<file path="src/rtl/orbit_pixel_plotter_if.sv">
// Bus bundle for orbit_pixel_plotter: the incoming (X,Y) sample stream
// and the framebuffer write/ack port.
// master : plotter side (accepts samples, issues framebuffer writes)
// slave  : environment side (sample source and framebuffer)
interface orbit_pixel_plotter_if #(
   parameter int ADDR_W = 19
) ();
   logic              in_valid;
   logic              in_ready;
   logic [31:0]       in_x;
   logic [31:0]       in_y;
   logic              mem_we;
   logic [ADDR_W-1:0] mem_addr;
   logic [7:0]        mem_data;
   logic              mem_ack;

   modport master (
      input  in_valid, in_x, in_y, mem_ack,
      output in_ready, mem_we, mem_addr, mem_data
   );

   modport slave (
      output in_valid, in_x, in_y, mem_ack,
      input  in_ready, mem_we, mem_addr, mem_data
   );
endinterface

</file>
<file path="src/rtl/orbit_pixel_plotter.sv">
// orbit_pixel_plotter
// Takes IEEE-754 single (X,Y) samples, truncates them to 32-bit signed
// integers, scales to screen pixels (centre origin, +Y up), clips, and
// plots one pixel per on-screen sample through a write/ack framebuffer port.
// Optional feature macro: TRAIL_ERASE_EN -- keeps a ring of the last
// TRAIL_LEN plotted addresses and erases the oldest pixel once the ring is
// full, so only TRAIL_LEN pixels stay lit.
module orbit_pixel_plotter #(
   parameter int         SCR_W     = 640,
   parameter int         SCR_H     = 480,
   parameter int         SHIFT     = 16,
   parameter int         ADDR_W    = 19,
   parameter logic [7:0] COLOR     = 8'hFF,
   parameter logic [7:0] BG        = 8'h00,
   parameter int         TRAIL_LEN = 64
) (
   input  logic                  clk,
   input  logic                  rst,
   orbit_pixel_plotter_if.master bus,
   output logic [15:0]           drop_cnt,
   output logic                  busy
);

`ifdef TRAIL_ERASE_EN
   typedef enum logic [2:0] {
      ST_IDLE  = 3'd0,
      ST_CONV  = 3'd1,
      ST_SCALE = 3'd2,
      ST_WRITE = 3'd3,
      ST_ERASE = 3'd4
   } state_t;
`else
   typedef enum logic [2:0] {
      ST_IDLE  = 3'd0,
      ST_CONV  = 3'd1,
      ST_SCALE = 3'd2,
      ST_WRITE = 3'd3
   } state_t;
`endif

   localparam logic signed [32:0] HALF_W_S = 33'(SCR_W / 2);
   localparam logic signed [32:0] HALF_H_S = 33'(SCR_H / 2);
   localparam logic signed [32:0] W_MAX_S  = 33'(SCR_W - 1);
   localparam logic signed [32:0] H_MAX_S  = 33'(SCR_H - 1);
   localparam logic signed [32:0] SCR_W_S  = 33'(SCR_W);

`ifdef TRAIL_ERASE_EN
   localparam int PTR_W = (TRAIL_LEN > 1) ? $clog2(TRAIL_LEN) : 1;
   localparam logic [PTR_W:0] RING_FULL = (PTR_W + 1)'(TRAIL_LEN);
`endif

   // Float to integer, truncating toward zero; bit 32 flags Inf/NaN.
   function automatic logic [32:0] fp_to_int(input logic [31:0] f);
      logic [7:0]  e;
      logic [31:0] m;
      logic [31:0] mag;
      logic        inv;
      e   = f[30:23];
      m   = {8'h00, 1'b1, f[22:0]};
      inv = 1'b0;
      if (e == 8'd255) begin
         inv = 1'b1;
         mag = 32'd0;
      end else if (e >= 8'd158) begin
         mag = 32'h7FFF_FFFF;
      end else if (e >= 8'd150) begin
         mag = m << (e - 8'd150);
      end else if (e >= 8'd127) begin
         mag = m >> (8'd150 - e);
      end else begin
         mag = 32'd0;
      end
      return {inv, (f[31] ? (32'd0 - mag) : mag)};
   endfunction

   state_t             state_r;
   logic [31:0]        x_r;
   logic [31:0]        y_r;
   logic signed [31:0] xi_r;
   logic signed [31:0] yi_r;
   logic               inv_r;
   logic               in_ready_r;
   logic               mem_we_r;
   logic [ADDR_W-1:0]  mem_addr_r;
   logic [7:0]         mem_data_r;
   logic [15:0]        drop_cnt_r;
   logic               busy_r;

   logic [32:0]        conv_x_s;
   logic [32:0]        conv_y_s;
   logic signed [31:0] xi_sh_s;
   logic signed [31:0] yi_sh_s;
   logic signed [32:0] px_s;
   logic signed [32:0] py_s;
   logic signed [32:0] addr_full_s;
   logic               on_screen_s;

`ifdef TRAIL_ERASE_EN
   logic [ADDR_W-1:0]  ring_r [TRAIL_LEN];
   logic [PTR_W-1:0]   ring_ptr_r;
   logic [PTR_W:0]     ring_cnt_r;
`endif

   assign bus.in_ready = in_ready_r;
   assign bus.mem_we   = mem_we_r;
   assign bus.mem_addr = mem_addr_r;
   assign bus.mem_data = mem_data_r;
   assign drop_cnt     = drop_cnt_r;
   assign busy         = busy_r;

   // Conversion of the latched sample and pixel/address computation for SCALE.
   always_comb begin
      conv_x_s    = fp_to_int(x_r);
      conv_y_s    = fp_to_int(y_r);
      xi_sh_s     = xi_r >>> SHIFT;
      yi_sh_s     = yi_r >>> SHIFT;
      px_s        = {xi_sh_s[31], xi_sh_s} + HALF_W_S;
      py_s        = HALF_H_S - {yi_sh_s[31], yi_sh_s};
      addr_full_s = (py_s * SCR_W_S) + px_s;
      if (!inv_r && (px_s >= 33'sd0) && (px_s <= W_MAX_S) &&
          (py_s >= 33'sd0) && (py_s <= H_MAX_S)) begin
         on_screen_s = 1'b1;
      end else begin
         on_screen_s = 1'b0;
      end
   end

   // Main FSM with registered handshake, framebuffer and status outputs.
   always_ff @(posedge clk) begin
      if (rst) begin
         state_r    <= ST_IDLE;
         x_r        <= 32'd0;
         y_r        <= 32'd0;
         xi_r       <= 32'sd0;
         yi_r       <= 32'sd0;
         inv_r      <= 1'b0;
         in_ready_r <= 1'b1;
         mem_we_r   <= 1'b0;
         mem_addr_r <= '0;
         mem_data_r <= 8'h00;
         drop_cnt_r <= 16'd0;
         busy_r     <= 1'b0;
`ifdef TRAIL_ERASE_EN
         ring_ptr_r <= '0;
         ring_cnt_r <= '0;
`endif
      end else begin
         case (state_r)
            ST_IDLE: begin
               if (bus.in_valid && in_ready_r) begin
                  x_r        <= bus.in_x;
                  y_r        <= bus.in_y;
                  in_ready_r <= 1'b0;
                  busy_r     <= 1'b1;
                  state_r    <= ST_CONV;
               end
            end
            ST_CONV: begin
               xi_r    <= conv_x_s[31:0];
               yi_r    <= conv_y_s[31:0];
               inv_r   <= conv_x_s[32] | conv_y_s[32];
               state_r <= ST_SCALE;
            end
            ST_SCALE: begin
               if (on_screen_s) begin
                  mem_addr_r <= addr_full_s[ADDR_W-1:0];
                  mem_data_r <= COLOR;
                  mem_we_r   <= 1'b1;
                  state_r    <= ST_WRITE;
               end else begin
                  if (drop_cnt_r != 16'hFFFF) begin
                     drop_cnt_r <= drop_cnt_r + 16'd1;
                  end
                  in_ready_r <= 1'b1;
                  busy_r     <= 1'b0;
                  state_r    <= ST_IDLE;
               end
            end
            ST_WRITE: begin
               if (bus.mem_ack) begin
                  mem_we_r <= 1'b0;
`ifdef TRAIL_ERASE_EN
                  // When full, the slot under the pointer is the oldest pixel:
                  // it is read out for erasing and overwritten with the new one.
                  ring_r[ring_ptr_r] <= mem_addr_r;
                  ring_ptr_r         <= ring_ptr_r + 1'b1;
                  if (ring_cnt_r == RING_FULL) begin
                     mem_addr_r <= ring_r[ring_ptr_r];
                     mem_data_r <= BG;
                     state_r    <= ST_ERASE;
                  end else begin
                     ring_cnt_r <= ring_cnt_r + 1'b1;
                     in_ready_r <= 1'b1;
                     busy_r     <= 1'b0;
                     state_r    <= ST_IDLE;
                  end
`else
                  in_ready_r <= 1'b1;
                  busy_r     <= 1'b0;
                  state_r    <= ST_IDLE;
`endif
               end
            end
`ifdef TRAIL_ERASE_EN
            ST_ERASE: begin
               // First ERASE cycle keeps mem_we low to separate it from the plot write.
               if (!mem_we_r) begin
                  mem_we_r <= 1'b1;
               end else if (bus.mem_ack) begin
                  mem_we_r   <= 1'b0;
                  in_ready_r <= 1'b1;
                  busy_r     <= 1'b0;
                  state_r    <= ST_IDLE;
               end
            end
`endif
            default: begin
               mem_we_r   <= 1'b0;
               in_ready_r <= 1'b1;
               busy_r     <= 1'b0;
               state_r    <= ST_IDLE;
            end
         endcase
      end
   end

endmodule
</file>
<file path="src/flat_wrapper.sv">
// flat-port wrapper written by rule: the top's interface ports become plain ports
module orbit_pixel_plotter_flat 
#(
   parameter int         SCR_W     = 640,
   parameter int         SCR_H     = 480,
   parameter int         SHIFT     = 16,
   parameter int         ADDR_W    = 19,
   parameter logic [7:0] COLOR     = 8'hFF,
   parameter logic [7:0] BG        = 8'h00,
   parameter int         TRAIL_LEN = 64
)
  (clk, rst, drop_cnt, busy, bus_in_valid, bus_in_x, bus_in_y, bus_mem_ack, bus_in_ready, bus_mem_we, bus_mem_addr, bus_mem_data);
  orbit_pixel_plotter_if #(.ADDR_W(ADDR_W)) bus_i ();
  input  logic clk;
  input  logic rst;
  output logic [15:0] drop_cnt;
  output logic busy;
  input wire logic [$bits(bus_i.in_valid)-1:0] bus_in_valid;
  input wire logic [$bits(bus_i.in_x)-1:0] bus_in_x;
  input wire logic [$bits(bus_i.in_y)-1:0] bus_in_y;
  input wire logic [$bits(bus_i.mem_ack)-1:0] bus_mem_ack;
  output wire logic [$bits(bus_i.in_ready)-1:0] bus_in_ready;
  output wire logic [$bits(bus_i.mem_we)-1:0] bus_mem_we;
  output wire logic [$bits(bus_i.mem_addr)-1:0] bus_mem_addr;
  output wire logic [$bits(bus_i.mem_data)-1:0] bus_mem_data;
  assign bus_i.in_valid = bus_in_valid;
  assign bus_i.in_x = bus_in_x;
  assign bus_i.in_y = bus_in_y;
  assign bus_i.mem_ack = bus_mem_ack;
  assign bus_in_ready = bus_i.in_ready;
  assign bus_mem_we = bus_i.mem_we;
  assign bus_mem_addr = bus_i.mem_addr;
  assign bus_mem_data = bus_i.mem_data;
  orbit_pixel_plotter #(.SCR_W(SCR_W), .SCR_H(SCR_H), .SHIFT(SHIFT), .ADDR_W(ADDR_W), .COLOR(COLOR), .BG(BG), .TRAIL_LEN(TRAIL_LEN)) u_core (.clk(clk), .rst(rst), .bus(bus_i), .drop_cnt(drop_cnt), .busy(busy));
endmodule
</file>
<file path="config.mk">
export PLATFORM = sky130hd
export DESIGN_NAME = orbit_pixel_plotter_flat
export DESIGN_NICKNAME = d
export VERILOG_FILES = /design/src/rtl/orbit_pixel_plotter_if.sv /design/src/rtl/orbit_pixel_plotter.sv /design/src/flat_wrapper.sv
export SDC_FILE = /design/constraint.sdc
export NUM_CORES = 1
export LEC_CHECK = 0
export BUFFER_PORTS_ARGS = -buffer_cell sky130_fd_sc_hd__buf_2
export CORE_MARGIN = 1
export CORE_UTILIZATION = 57
export CTS_CLUSTER_SIZE = 14
export DETAILED_ROUTE_END_ITERATION = 10
export GPL_ROUTABILITY_DRIVEN = 0
export GPL_TIMING_DRIVEN = 0
export PLACE_DENSITY = 0.79
export REMOVE_ABC_BUFFERS = 1
export SLEW_MARGIN = 20
export SYNTH_ARGS = -nofsm -noshare
export SYNTH_HDL_FRONTEND = slang
export SYNTH_SLANG_ARGS = --single-unit
</file>
<file path="constraint.sdc">
create_clock -name clk -period 4.3 [get_ports clk]
set_input_delay 0.645 -clock clk [delete_from_list [all_inputs] [get_ports clk]]
set_output_delay 0.645 -clock clk [all_outputs]
set_load 0.03 [all_outputs]
</file>
# == Word level (Yosys, flattened, before mapping) ==
# Cells that the tools add are included.
# totals
wordCells,92
input_bits,68
register_bits,171
# classes
n_bitwise,4
mul,1
add_sub_neg,10
muxes,27
eq_ne,10
n_lt_le_gt_ge,10
reduce_logical,14
n_shift,4
# ops
operator,count
32-bit two-way mux,10
24-bit by 8-bit << shifter with 32-bit output,2
24-bit by 8-bit >> shifter with 32-bit output,2
1-bit by 32-bit subtractor with 32-bit output (first input constant),2
33-bit by 1-bit greater-or-equal comparator with 1-bit output (second input constant),1
33-bit by 10-bit <= comparator with 1-bit output (second input constant),1
33-bit by 4-bit multiplier with 12-bit output (second input constant),1
8-bit greater-or-equal comparator (second input constant),4
19-bit by 17-bit adder with 19-bit output,1
16-bit by 10-bit adder with 17-bit output (second input constant),1
17-bit by 1-bit greater-or-equal comparator with 1-bit output (second input constant),1
17-bit by 11-bit <= comparator with 1-bit output (second input constant),1
9-bit by 16-bit subtractor with 17-bit output (first input constant),1
16-bit by 1-bit adder with 16-bit output (second input constant),1
8-bit equality test (second input constant),2
8-bit by 7-bit greater-or-equal comparator with 1-bit output (second input constant),2
16-bit != test (second input constant),1
8-bit subtractor (first input constant),2
8-bit subtractor (second input constant),2
3-bit one-hot mux with 4 select lines,1
1-bit two-way mux,10
1-bit one-hot mux with 4 select lines,2
3-bit by 2-bit equality test with 1-bit output (second input constant),2
3-bit two-way mux,2
other kinds (14),25

# == Logic depth before layout (Yosys ltp) ==
# depth
ltp_word,9
mapped_depth,20
mapped_depth_nobuf,19

# == Worst setup path after synthesis ==
# OpenSTA, ideal clock, no wires.
# synth_path
path_type,flip-flop to flip-flop
from,register u_core.y_r[23]
to,register u_core.yi_r[22]
path_slack_ns,-0.150
period_less_slack_ns,4.450
arrival_ns,4.334
stages_incl_launch_ff,17
setup_time_ns,0.115
path_buffers,5
path_cell_list,dfxtp_1 buf_2 buf_6 inv_2 buf_2 buf_2 ha_1 buf_1 inv_1 mux4_2 o311ai_1 o211ai_1 a2111oi_4 and2_4 nand2_2 or4_1 and3_1
# synth_between
elab_chain_cells,8
word_cells_on_any_way,14
cone_classes,add/sub: 3; order compare: 3; eq/ne: 1; shift: 2; mux: 5
# synth_lines
item,line,text
start: declaration,orbit_pixel_plotter.sv:78,logic [31:0] y_r;
start signal: assignment,orbit_pixel_plotter.sv:152,y_r <= bus.in_y;
8-bit subtractor,orbit_pixel_plotter.sv:69,mag = m >> (8'd150 - e);
24-bit by 8-bit >> shifter with 32-bit output,orbit_pixel_plotter.sv:69,
32-bit two-way mux,orbit_pixel_plotter.sv:68,end else if (e >= 8'd127) begin
32-bit two-way mux,orbit_pixel_plotter.sv:66,end else if (e >= 8'd150) begin
32-bit two-way mux,orbit_pixel_plotter.sv:64,end else if (e >= 8'd158) begin
32-bit two-way mux *,orbit_pixel_plotter.sv:61,if (e == 8'd255) begin
1-bit by 32-bit subtractor with 32-bit output,orbit_pixel_plotter.sv:73,"return {inv, (f[31] ? (32'd0 - mag) : mag)};"
32-bit two-way mux *,orbit_pixel_plotter.sv:73,
end signal: assignment,orbit_pixel_plotter.sv:160,yi_r <= conv_y_s[31:0];
end: declaration,orbit_pixel_plotter.sv:80,logic signed [31:0] yi_r;
# Every way passes the cells marked *; elsewhere a longest branch is shown, timed or not.
# A chain may end at the register's enable or synchronous reset.

# == Worst setup path after layout ==
# layout_path
from,register u_core.x_r[23]
to,register u_core.xi_r[21]
# layout_between
elab_chain_cells,8
word_cells_on_any_way,14
cone_classes,add/sub: 3; order compare: 3; eq/ne: 1; shift: 2; mux: 5
# layout_lines
item,line,text
start: declaration,orbit_pixel_plotter.sv:77,logic [31:0] x_r;
start signal: assignment,orbit_pixel_plotter.sv:151,x_r <= bus.in_x;
8-bit subtractor,orbit_pixel_plotter.sv:69,
24-bit by 8-bit >> shifter with 32-bit output,orbit_pixel_plotter.sv:69,
32-bit two-way mux,orbit_pixel_plotter.sv:68,
32-bit two-way mux,orbit_pixel_plotter.sv:66,
32-bit two-way mux,orbit_pixel_plotter.sv:64,
32-bit two-way mux *,orbit_pixel_plotter.sv:61,
1-bit by 32-bit subtractor with 32-bit output,orbit_pixel_plotter.sv:73,
32-bit two-way mux *,orbit_pixel_plotter.sv:73,
end signal: assignment,orbit_pixel_plotter.sv:159,xi_r <= conv_x_s[31:0];
end: declaration,orbit_pixel_plotter.sv:79,logic signed [31:0] xi_r;
# Marked as above.

==> metrics.txt <==
# TYPE chip_impl_metric gauge
chip_impl_metric{name="postSynthAreaPerCell",unit="µm²"} 7.72
chip_impl_info{name="post-synth-top-count-cell",value="sky130_fd_sc_hd__nand2_1"} 1
chip_impl_metric{name="yosys_warnings",unit=""} 0
chip_impl_info{name="run_status",value="complete, no violations"} 1
chip_impl_metric{name="area.growth.synth_to_final",unit="%"} 10.6
chip_impl_metric{name="number_of_instances_in_the_synthesized_netlist",unit=""} 1888
chip_impl_info{name="cts_root_buf",value="sky130_fd_sc_hd__clkbuf_16"} 1
chip_impl_info{name="synth_top_cells_by_area",value="sky130_fd_sc_hd__dfxtp_1 (19%), sky130_fd_sc_hd__mux4_2 (11%), sky130_fd_sc_hd__nand2_1 (7.3%), sky130_fd_sc_hd__mux2i_1 (4.9%), sky130_fd_sc_hd__a21oi_1 (4.8%)"} 1
chip_impl_info{name="cp-start-kind",value="flip-flop"} 1
chip_impl_metric{name="worst_ep_required_time",unit="ps"} 4610
chip_impl_metric{name="placement.cell_area",unit="µm²"} 15100
chip_impl_info{name="ys_dominant_reg_cell",value="sky130_fd_sc_hd__dfxtp_1"} 1
chip_impl_metric{name="rrSetupSlack",unit="ps"} 80
chip_impl_metric{name="synth_async_sr_flop_share",unit="%"} 0
chip_impl_metric{name="final_setup_vio_count",unit=""} 0
chip_impl_metric{name="tritoncts.num_buffers",unit=""} 17
chip_impl_metric{name="grt_start_max_net_pins",unit=""} 69
chip_impl_metric{name="worst_setup_hold_path_clk_slew",unit="ps"} 70
chip_impl_metric{name="drt_first_pass_iters",unit=""} 8
chip_impl_metric{name="groute.usage.overall",unit="%"} 31.8
chip_impl_metric{name="sequential_fraction_of_the_synthesis_area",unit="%"} 19.0
chip_impl_metric{name="report.final.slew_viol_count",unit=""} 0
chip_impl_metric{name="relSlewSlack",unit="%"} 31.5
chip_impl_metric{name="io_pins",unit=""} 114
chip_impl_metric{name="global_route_wire_length_before_repair",unit="mm"} 69.1
chip_impl_metric{name="tightestPinTransition",unit="ps"} 1020
chip_impl_metric{name="num_vias",unit=""} 15100
chip_impl_metric{name="route.antenna.remaining_nets",unit=""} 0
chip_impl_metric{name="period_needed",unit="ps"} 4220
chip_impl_metric{name="fin_crit_sh",unit="%"} 98.0
chip_impl_metric{name="initialDrtViolationCount",unit=""} 2033
chip_impl_metric{name="fin_nets",unit=""} 1999
chip_impl_metric{name="cap_violations",unit=""} 0
chip_impl_metric{name="global_route.overflow_total",unit=""} 0
chip_impl_metric{name="clk-insertion-delay-late",unit="ps"} 440
chip_impl_metric{name="fin_util",unit="%"} 64.2
chip_impl_metric{name="hold_buffers",unit=""} 0
chip_impl_metric{name="clock-sinks",unit=""} 138
chip_impl_metric{name="synth_edf_count",unit=""} 0
chip_impl_metric{name="routed_wl",unit="mm"} 42.6
chip_impl_metric{name="placedCellCount",unit=""} 2171
chip_impl_metric{name="place.port_buffers",unit=""} 113
chip_impl_metric{name="p_leak",unit="nW"} 6.05
chip_impl_metric{name="fmaxAchievable",unit="MHz"} 237
chip_impl_metric{name="initial_util",unit="%"} 58.0
chip_impl_metric{name="timing_hold_violations_final",unit=""} 0
chip_impl_info{name="cp-end-kind",value="flip-flop"} 1
chip_impl_metric{name="yosys.area.top_type_share",unit="%"} 19.0
chip_impl_metric{name="final-instance-count-excl-fill",unit=""} 2229
chip_impl_metric{name="arrival",unit="ps"} 4530
chip_impl_metric{name="max-vdd-ir-drop",unit="V"} 0.000263
chip_impl_metric{name="synth-seq-cells",unit=""} 138
chip_impl_metric{name="mappedNetlistArea",unit="µm²"} 14600
chip_impl_metric{name="first_global_vias",unit=""} 13600
chip_impl_info{name="cts_tree",value="done"} 1
chip_impl_metric{name="timing.clock.skew",unit="ps"} 12.7
chip_impl_metric{name="detailedPlacementHpwl",unit="mm"} 28.7
chip_impl_metric{name="dieHeight",unit="µm"} 162
chip_impl_metric{name="floorplan.die.width",unit="µm"} 162
chip_impl_info{name="synth_largest_area_cell",value="sky130_fd_sc_hd__dfxtp_1"} 1
chip_impl_metric{name="cts-htree-levels",unit=""} 4
chip_impl_info{name="timing_worst_setup_path_type",value="flip-flop to flip-flop"} 1
chip_impl_metric{name="drc_errors",unit=""} 0
chip_impl_metric{name="die_area",unit="µm²"} 26200
chip_impl_metric{name="placeableCoreArea",unit="µm²"} 25100
chip_impl_metric{name="antenna_cells",unit=""} 0
chip_impl_metric{name="crit_path_max_fanout",unit=""} 35
chip_impl_metric{name="routedWlPerCell",unit="µm"} 19.1
chip_impl_metric{name="drive_gt1_share",unit="%"} 18.8
chip_impl_metric{name="rows",unit=""} 58
chip_impl_metric{name="final_area",unit="µm²"} 16100
chip_impl_metric{name="fillerInstances",unit=""} 2166
chip_impl_metric{name="antenna_violations_before_repair",unit=""} 0
chip_impl_metric{name="routed_via_density",unit=""} 6.78
chip_impl_info{name="min_path_type",value="primary input to flip-flop"} 1
chip_impl_metric{name="post_synth_num_cell_types",unit=""} 97
chip_impl_info{name="post_synth_most_frequent_cells",value="sky130_fd_sc_hd__nand2_1 (283), sky130_fd_sc_hd__nor2_1 (145), sky130_fd_sc_hd__a21oi_1 (141), sky130_fd_sc_hd__dfxtp_1 (138), sky130_fd_sc_hd__clkbuf_1 (99)"} 1
chip_impl_metric{name="cts.path.max_buffers",unit=""} 2
chip_impl_metric{name="power_density",unit="nW/µm²"} 356
[flip-flops by register name (all words and copies together) (netlist names), 2 cells and up]
name / flops
u_core.bus.mem_addr: 19
u_core.drop_cnt: 16
u_core.xi_r: 16
u_core.y_r: 32
u_core.x_r: 32
u_core.yi_r: 16
u_core.state_r: 2
[cell usage in the layout, fill, tap and decap left out, drive strengths merged, types with 35 or more instances in the layout]
master / count
buf: 149
inv: 52
mux2: 35
xnor2: 50
dfxtp: 138
ha: 43
nor3: 57
mux4: 72
a21oi: 141
mux2i: 72
a31oi: 38
nor2: 145
nand3: 51
nand2: 284
o21ai: 87
[final cells by class]
class | instances | area (µm²) | share of cell area, %
clock buffers | 19 | 443 | 2.75
flip-flops and latches | 138 | 2780 | 17.3
repair inverters | 1 | 5.00 | 0.0311
inverters | 48 | 184 | 1.14
repair buffers | 150 | 1040 | 6.44
clock inverters | 13 | 131 | 0.815
well taps | 330 | 413 | 2.56
multi-input cells | 1530 | 11100 | 69.0
[routing by layer]
metal | part of all wire [%] | track usage (%) | vias to the layer above
met5 | 0 | 0 | -
met4 | 3.2 | 11.9 | 0
met3 | 9.6 | 4.21 | 148
met2 | 45 | 49.8 | 932
met1 | 42 | 44.4 | 6988
li1 | - | - | 7038
[report_power, final]
group          total (W)  switching (W)  internal [W]
sequential       0.00167       0.000281       0.00138
combinational    0.00257        0.00147       0.00110
clock            0.00149       0.000666      0.000827
total            0.00573        0.00242       0.00331
[timing repair]
action / CTS / global route
gates cloned: 2 / 1
buffers inserted: 13 / 10
endpoints found under the setup margin: 32 / 34
resized for setup: 20 / 15
pin swaps: 5 / 3
[final timing paths]
kind / end / cells after the start / startpoint
worst max-delay path: u_core.xi_r[21]$_SDFFE_PP0P_ / 12 / u_core.x_r[23]$_SDFFE_PP0P_
worst min-delay path: u_core.y_r[25]$_SDFFE_PP0P_ / 3 / bus_in_y[25]
worst max register to register: u_core.xi_r[21]$_SDFFE_PP0P_ / 12 / u_core.x_r[23]$_SDFFE_PP0P_
worst min register to register: u_core.bus.mem_addr[15]$_SDFFE_PP0P_ / 2 / u_core.bus.mem_addr[15]$_SDFFE_PP0P_
[per-stage QoR]
stage	power (W)	hold slack, ps	TNS (ps)	setup slack (ps)
after floorplan	0.00340	446	-66420	-2820
after CTS	0.00561	436	0	0.361
after detailed placement	0.00403	444	-29160	-1360
after global routing	0.00603	444	-243	-72.4
after global placement	0.00394	435	-118080	-4410
final	0.00573	439	0	84.0
[worst max-delay path, stage by stage, from the launching register on]
cell and delay, ps:
sky130_fd_sc_hd__dfxtp_4 520, sky130_fd_sc_hd__buf_12 270, sky130_fd_sc_hd__ha_2 310, sky130_fd_sc_hd__xor2_2 270, sky130_fd_sc_hd__buf_6 230, sky130_fd_sc_hd__mux2_2 380
sky130_fd_sc_hd__and2_1 160, sky130_fd_sc_hd__o311ai_0 430, sky130_fd_sc_hd__a31oi_1 180, sky130_fd_sc_hd__or4_4 630, sky130_fd_sc_hd__o21ai_4 240, sky130_fd_sc_hd__a21oi_1 100
sky130_fd_sc_hd__a2111oi_1 350
[logic make-up after synthesis]
| family | share of synthesized area (%) |
|---|---|
| compound gates | 23.6 |
| xor+xnor | 4.78 |
| fa+ha+maj | 3.97 |
| buf+inv | 6.53 |
| flops | 19.0 |
| mux | 18.8 |
| simple gates | 23.4 |
Note: power is estimated with default switching activity, not from simulation.
